===== src/rtl/mips_pkg.sv =====
`default_nettype none
// ============================================================================
// Module      : mips_pkg
// Description : Shared definitions for the instruction-fetch front end:
//               fetch FSM state encoding, instruction width and the default
//               reset PC, plus a word-alignment helper.
// Revision    : 1.0 - initial release
// ============================================================================
package mips_pkg;

    localparam int          INSTR_W          = 32;
    localparam logic [31:0] RESET_PC_DEFAULT = 32'h0000_0000;

    typedef enum logic [1:0] {
        FETCH_IDLE    = 2'd0,
        FETCH_REQ     = 2'd1,
        FETCH_CAPTURE = 2'd2,
        FETCH_HOLD    = 2'd3
    } fetch_state_t;

    // Instruction addresses are always word aligned; clear the byte offset.
    function automatic logic [31:0] word_align(input logic [31:0] addr);
        return {addr[31:2], 2'b00};
    endfunction

endpackage : mips_pkg
`default_nettype wire


===== src/rtl/next_pc_calc.sv =====
`default_nettype none
// ============================================================================
// Module      : next_pc_calc
// Description : Combinational next-PC selection. A jump overrides a taken
//               branch; with neither, execution falls through to pc + 4.
//               The result is always word aligned.
// Ports       : pc_plus4      in  32  address of the sequential successor
//               jump          in  1   unconditional jump request
//               jump_address  in  26  J-type target field
//               branch_taken  in  1   taken-branch request
//               branch_offset in  32  sign-extended branch immediate (words)
//               next_pc       out 32  selected next instruction address
// Revision    : 1.0 - initial release
// ============================================================================
module next_pc_calc
    import mips_pkg::*;
(
    input  logic [31:0] pc_plus4,
    input  logic        jump,
    input  logic [25:0] jump_address,
    input  logic        branch_taken,
    input  logic [31:0] branch_offset,
    output logic [31:0] next_pc
);

    logic [31:0] target;

    always_comb begin
        target = pc_plus4;
        if (jump) begin
            // Jump stays inside the current 256 MB region of pc + 4.
            target = {pc_plus4[31:28], jump_address, 2'b00};
        end else if (branch_taken) begin
            // Offset is in words; the shift drops its top two bits, which
            // gives the intended 32-bit modulo result.
            target = pc_plus4 + (branch_offset << 2);
        end
    end

    assign next_pc = word_align(target);

endmodule : next_pc_calc
`default_nettype wire


===== src/rtl/instr_fetch.sv =====
`default_nettype none
// ============================================================================
// Module      : instr_fetch
// Description : Instruction fetch unit driving an external synchronous BRAM.
//               Each instruction walks IDLE/REQ -> CAPTURE -> HOLD: one read
//               strobe, one cycle to latch the BRAM data, then the
//               instruction is presented to the decoder until downstream
//               signals completion, at which point the PC advances.
// Ports       : clk           in  1       clock, rising edge
//               rst           in  1       synchronous active-high reset
//               fetch_en      in  1       run enable
//               imem_ren      out 1       BRAM read strobe
//               imem_addr     out ADDR_W  BRAM word address
//               imem_rdata    in  32      BRAM data, one cycle after strobe
//               instr_reg     out 32      latched instruction
//               decoder_en    out 1       instr_reg holds a valid instruction
//               pc            out 32      address of instruction in instr_reg
//               pc_plus4      out 32      pc + 4
//               next_pc_valid in  1       completion strobe (HOLD only)
//               jump          in  1       jump request (HOLD only)
//               jump_address  in  26      J-type target field
//               branch_taken  in  1       taken-branch request (HOLD only)
//               branch_offset in  32      sign-extended branch immediate
//               instr_count   out 32      completed-instruction counter
//               busy          out 1       FSM not in IDLE
// Revision    : 1.0 - initial release
// ============================================================================
module instr_fetch
    import mips_pkg::*;
#(
    parameter int          ADDR_W   = 10,
    parameter logic [31:0] RESET_PC = RESET_PC_DEFAULT
) (
    input  logic               clk,
    input  logic               rst,
    input  logic               fetch_en,
    output logic               imem_ren,
    output logic [ADDR_W-1:0]  imem_addr,
    input  logic [INSTR_W-1:0] imem_rdata,
    output logic [INSTR_W-1:0] instr_reg,
    output logic               decoder_en,
    output logic [31:0]        pc,
    output logic [31:0]        pc_plus4,
    input  logic               next_pc_valid,
    input  logic               jump,
    input  logic [25:0]        jump_address,
    input  logic               branch_taken,
    input  logic [31:0]        branch_offset,
    output logic [31:0]        instr_count,
    output logic               busy
);

    fetch_state_t state;
    fetch_state_t state_nxt;

    logic [31:0] next_pc;
    logic        complete;

    // Completion is only honoured while an instruction is held; strobes in
    // any other state are dropped.
    assign complete = (state == FETCH_HOLD) && next_pc_valid;

    // ------------------------------------------------------------------
    // State register
    // ------------------------------------------------------------------
    always_ff @(posedge clk) begin
        if (rst) begin
            state <= FETCH_IDLE;
        end else begin
            state <= state_nxt;
        end
    end

    // ------------------------------------------------------------------
    // Next-state logic
    // ------------------------------------------------------------------
    always_comb begin
        state_nxt = state;
        unique case (state)
            FETCH_IDLE: begin
                if (fetch_en) begin
                    state_nxt = FETCH_REQ;
                end
            end
            FETCH_REQ: begin
                state_nxt = FETCH_CAPTURE;
            end
            FETCH_CAPTURE: begin
                state_nxt = FETCH_HOLD;
            end
            FETCH_HOLD: begin
                // fetch_en is only consulted here, so dropping it earlier
                // lets the in-flight instruction finish normally.
                if (next_pc_valid) begin
                    state_nxt = fetch_en ? FETCH_REQ : FETCH_IDLE;
                end
            end
            default: begin
                state_nxt = FETCH_IDLE;
            end
        endcase
    end

    // ------------------------------------------------------------------
    // Next-PC selection
    // ------------------------------------------------------------------
    next_pc_calc u_next_pc_calc (
        .pc_plus4      (pc_plus4),
        .jump          (jump),
        .jump_address  (jump_address),
        .branch_taken  (branch_taken),
        .branch_offset (branch_offset),
        .next_pc       (next_pc)
    );

    // ------------------------------------------------------------------
    // Datapath registers
    // ------------------------------------------------------------------
    always_ff @(posedge clk) begin
        if (rst) begin
            pc          <= word_align(RESET_PC);
            instr_reg   <= '0;
            instr_count <= '0;
        end else begin
            // A read issued in REQ just before a reset never reaches here:
            // reset forces IDLE, so CAPTURE is never entered for it.
            if (state == FETCH_CAPTURE) begin
                instr_reg <= imem_rdata;
            end
            if (complete) begin
                pc          <= next_pc;
                instr_count <= instr_count + 32'd1;
            end
        end
    end

    // ------------------------------------------------------------------
    // Outputs (all decoded from registered state, so glitch-free)
    // ------------------------------------------------------------------
    assign pc_plus4   = pc + 32'd4;
    assign imem_addr  = pc[ADDR_W+1:2];
    assign imem_ren   = (state == FETCH_REQ);
    assign decoder_en = (state == FETCH_HOLD);
    assign busy       = (state != FETCH_IDLE);

endmodule : instr_fetch
`default_nettype wire


===== config.mk =====
export PLATFORM = sky130hd
export DESIGN_NAME = instr_fetch
export DESIGN_NICKNAME = d
export VERILOG_FILES = /design/src/rtl/mips_pkg.sv /design/src/rtl/next_pc_calc.sv /design/src/rtl/instr_fetch.sv
export SDC_FILE = /design/constraint.sdc
export NUM_CORES = 1
export LEC_CHECK = 0
export CORE_MARGIN = 2
export CORE_UTILIZATION = 47
export CTS_BUF_LIST = sky130_fd_sc_hd__clkbuf_2
export DETAILED_ROUTE_END_ITERATION = 12
export GPL_TIMING_DRIVEN = 1
export PLACE_DENSITY = 0.92
export RECOVER_POWER = 25
export SETUP_SLACK_MARGIN = 0.1
export SYNTH_ARGS = -nofsm -noshare
export SYNTH_HDL_FRONTEND = slang
export SYNTH_HIERARCHICAL = 1
export SYNTH_SLANG_ARGS = --single-unit
export TNS_END_PERCENT = 50

===== constraint.sdc =====
create_clock -name clk -period 4.85 [get_ports clk]
set_clock_uncertainty 0.15 [all_clocks]
set_input_delay 0.485 -clock clk [delete_from_list [all_inputs] [get_ports clk]]
set_output_delay 0.485 -clock clk [all_outputs]
set_load 0.01 [all_outputs]

==> flow_summary_export.csv <==
group,metric,value,unit
logic_synthesis,ys_types,66,
clock_tree,post_cts_resized,0,
logic_synthesis,ys.flop_type,"dfxtp_1",
critical_path,crit_slowest_cell,"nor3_1",
die,pin_count,237,
detailed_routing,via_count,7211,
clock_tree,htreeDepth,3,
power_and_ir_drop,p_per_area,238,nW/µm²
clock_tree,cts_num_sinks,98,
die,start_util,48.2,%
detailed_routing,routed_wl,20600,µm
timing,max_clock_freq,237,MHz
critical_path,worstSetupEndpointType,"flip-flop",
logic_synthesis,synth_cells,858,
power_and_ir_drop,power.total,2.18,mW
clock_tree,path_clk_slew,320,ps
detailed_routing,route.detailed.drc,0,
power_and_ir_drop,max-vdd-ir-drop,0.000223,V
global_route,grt_pass1_wl,32400,µm
timing,setup_viol,0,
timing,fin_crit,4220,ps
timing,finalSetupTns,0,ps
die,die_y,123,µm
logic_synthesis,synth-edff-count,0,
detailed_routing,ant_nets,0,
power_and_ir_drop,leakagePower,3.36,nW
run_status,violations,"max-capacitance violations, max-slew violations",
timing,slew_violations,103,
critical_path,critical_path_arrival,4580,ps
logic_synthesis,syn_area_per_cell,7.79,µm²
global_route,grt_pass1_vias,6704,
detailed_routing,drt-wirelength-per-cell,16.6,µm
critical_path,worst_setup_path_start_kind,"flip-flop",
global_route,use_met2,46.0,%
critical_path,cpMostUsedCell,"o21ai_2",
placed_design,place_congestion,0.960,
detailed_routing,drtPass1Iterations,5,
flow_run,drv_cap,3,
layout,n_fill_cell,1164,
critical_path,path_class,"flip-flop to flip-flop",
die,coreArea,13900,µm²
global_route,antenna_found_initial,0,
logic_synthesis,ys_seq_area_share,29.4,%
critical_path,crit_chain,"nand4_1 > nor3_1 > nand3_1 > xnor2_1 > ha_1 > and3_2 > a31oi_1 > o21ai_2 > a21oi_4 > o21ai_2 > a221oi_1 > o21ai_0 > nand2_1 > a21oi_1",
clock_tree,clk_latency,630,ps
global_route,top_usage_layer,"met2",
logic_synthesis,synthTopCellsByArea,"dfxtp_1 (29%), nand2_1 (7.3%), mux2i_1 (6.9%), a21oi_1 (6.8%), ha_1 (6.7%)",
clock_tree,cts_setup_buffers,0,
timing,tightest_slew,1830,ps
die,rows,43,
timing,rsz0062_at_grt,"false",
logic_synthesis,synth_top_area_share,29.4,%
global_route,gr-total-overflow,0,
timing,relSlewSlack,-21.9,%
clock_tree,root_buffer,"clkbuf_2",
timing,hold_viol,0,
placed_design,dp_hpwl,15400,µm
global_route,grt_start_max_net_pins,57,
global_route,gr-usage-met3,5.54,%
critical_path,cp_max_fo,8,
logic_synthesis,synthesis.area,6680,µm²
clock_tree,clk_path_buf_depth,2,
hold_path,hold_class,"input port to flip-flop",
die,die_x,123,µm
detailed_routing,drtIter0Drc,494,
layout,final_nets,1190,
logic_synthesis,yosysTopAreaCell,"dfxtp_1",
layout,diodes,0,
critical_path,crit_required,5210,ps
critical_path,critical_path_buf_inv_count,0,
clock_tree,cts_hold_buf,0,
clock_tree,cts_buffers,9,
placed_design,io_buffer_count,234,
run_status,status,"complete, but fails checks",
logic_synthesis,synth-seq-cells,98,
detailed_routing,viasPerCell,5.81,
logic_synthesis,synthArstFlopShare,0,%
logic_synthesis,yosys_warnings,6,
critical_path,cpPeakStageDelay,590,ps
clock_tree,cts_tree,"done",
global_route,met1_usage,32.5,%
layout,drive_gt1_share,4.05,%
critical_path,worst_path_dominant_cell_family,"simple AND/OR/NAND/NOR gates",
timing,fin_crit_sh,87.0,%
layout,syn_to_final_growth,36.9,%
global_route,track_usage,26.7,%
die,dieArea,15200,µm²
-- cell usage after synthesis (11+ instances only) --
| cell | n |
|---|---|
| a21o_1 | 12 |
| a21oi_1 | 91 |
| buf_1 | 12 |
| buf_4 | 14 |
| clkbuf_1 | 24 |
| dfxtp_1 | 98 |
| ha_1 | 36 |
| inv_1 | 20 |
| mux2i_1 | 46 |
| nand2_1 | 130 |
| nand3_1 | 26 |
| nand4_1 | 27 |
| nor2_1 | 66 |
| o21ai_0 | 45 |
| o31ai_1 | 11 |
| or3_1 | 11 |
| or4_1 | 14 |
| xnor2_1 | 40 |
| xor2_1 | 21 |
-- cell usage in the layout, fill, tap and decap left out, types with 5 or more instances in the layout --
master / synthesis / final
or4_1: 14 / 14
nor3_1: 10 / 10
nand4_1: 27 / 27
and2_1: 6 / 5
clkbuf_2: 1 / 9
and3_1: 5 / 5
a21o_1: 12 / 12
o31ai_1: 11 / 11
nand2_1: 130 / 130
o21ai_0: 45 / 45
o21ai_1: 5 / 5
a22oi_1: 6 / 6
dlygate4sd3_1: 0 / 11
inv_1: 20 / 20
or3_1: 11 / 11
nor2_1: 66 / 66
ha_1: 36 / 36
nand3_1: 26 / 27
xnor2_1: 40 / 40
clkdlybuf4s50_1: 0 / 222
buf_4: 14 / 7
mux2i_1: 46 / 46
dfxtp_1: 98 / 98
a21oi_1: 91 / 91
xor2_1: 21 / 21
nor2b_1: 5 / 5
and4_1: 8 / 8
a211oi_1: 6 / 6
-- metrics by stage --
step	hold slack [ps]	setup slack (ps)	instances	area, µm²	utilization, %
finish	240	628	1242	9150	65.9
global route	195	324	1242	9150	65.9
CTS	179	807	1242	9170	66.0
detailed placement	323	873	1226	9030	65.0
global placement	311	953	1226	9030	65.0
floorplan	343	1040	859	6690	-
-- power by group --
group	switching [mW]	total, mW	internal, mW
sequential	0.0523	0.929	0.877
clock	0.331	0.465	0.134
combinational	0.380	0.784	0.404
-- cell type report --
| class | count | area (µm²) | share of cell area [%] |
|---|---|---|---|
| Multi-Input combinational cell | 685 | 4350 | 47.6 |
| Timing Repair Buffer | 243 | 2400 | 26.2 |
| Sequential cell | 98 | 1960 | 21.4 |
| Tap cell | 180 | 225 | 2.46 |
| Clock inverter | 7 | 92.6 | 1.01 |
| Inverter | 20 | 75.1 | 0.820 |
| Clock buffer | 9 | 45.0 | 0.492 |
-- kinds of logic (layout without fill, tap and decap cells) --
logic type	count (synthesis)	after routing	share of synthesized area, %
simple gates	327	327	23.7
compound gates	210	210	19.1
flops	98	98	29.4
buf+inv	76	279	5.58
xor+xnor	61	61	7.99
mux	48	48	7.23
fa+ha+maj	37	37	7.04
other cells	1	2	0.0561
-- final timing paths --
check / start / endpoint / slack, ps / depth (start not counted)
setup / recovery: pc[8]$_SDFFE_PP0P_ / pc[27]$_SDFFE_PP0P_ / 630 / 14
hold / removal: rst / instr_reg[3]$_SDFFE_PP0N_ / 240 / 3
setup reg to reg: pc[8]$_SDFFE_PP0P_ / pc[27]$_SDFFE_PP0P_ / 630 / 14
hold reg to reg: pc[1]$_SDFFE_PP0P_ / pc[1]$_SDFFE_PP0P_ / 350 / 2
-- worst register-to-register path, stage by stage, from the launching register on --
cell and delay [ps]:
dfxtp_1 550, nand4_1 290, nor3_1 590, nand3_1 180
xnor2_1 270, ha_1 350, and3_2 290, a31oi_1 310
o21ai_2 160, a21oi_4 280, o21ai_2 110, a221oi_1 270
o21ai_0 150, nand2_1 80, a21oi_1 80
-- metal layers --
layer  vias up  share of wire [%]  wire, µm
met5         -                  0         0
met4         0                2.8       584
met3        45                8.4      1730
met2       338                 48      9870
met1      3373                 41      8460
li1       3455                  -         -
No activity file was read; power rests on OpenSTA's default activity.
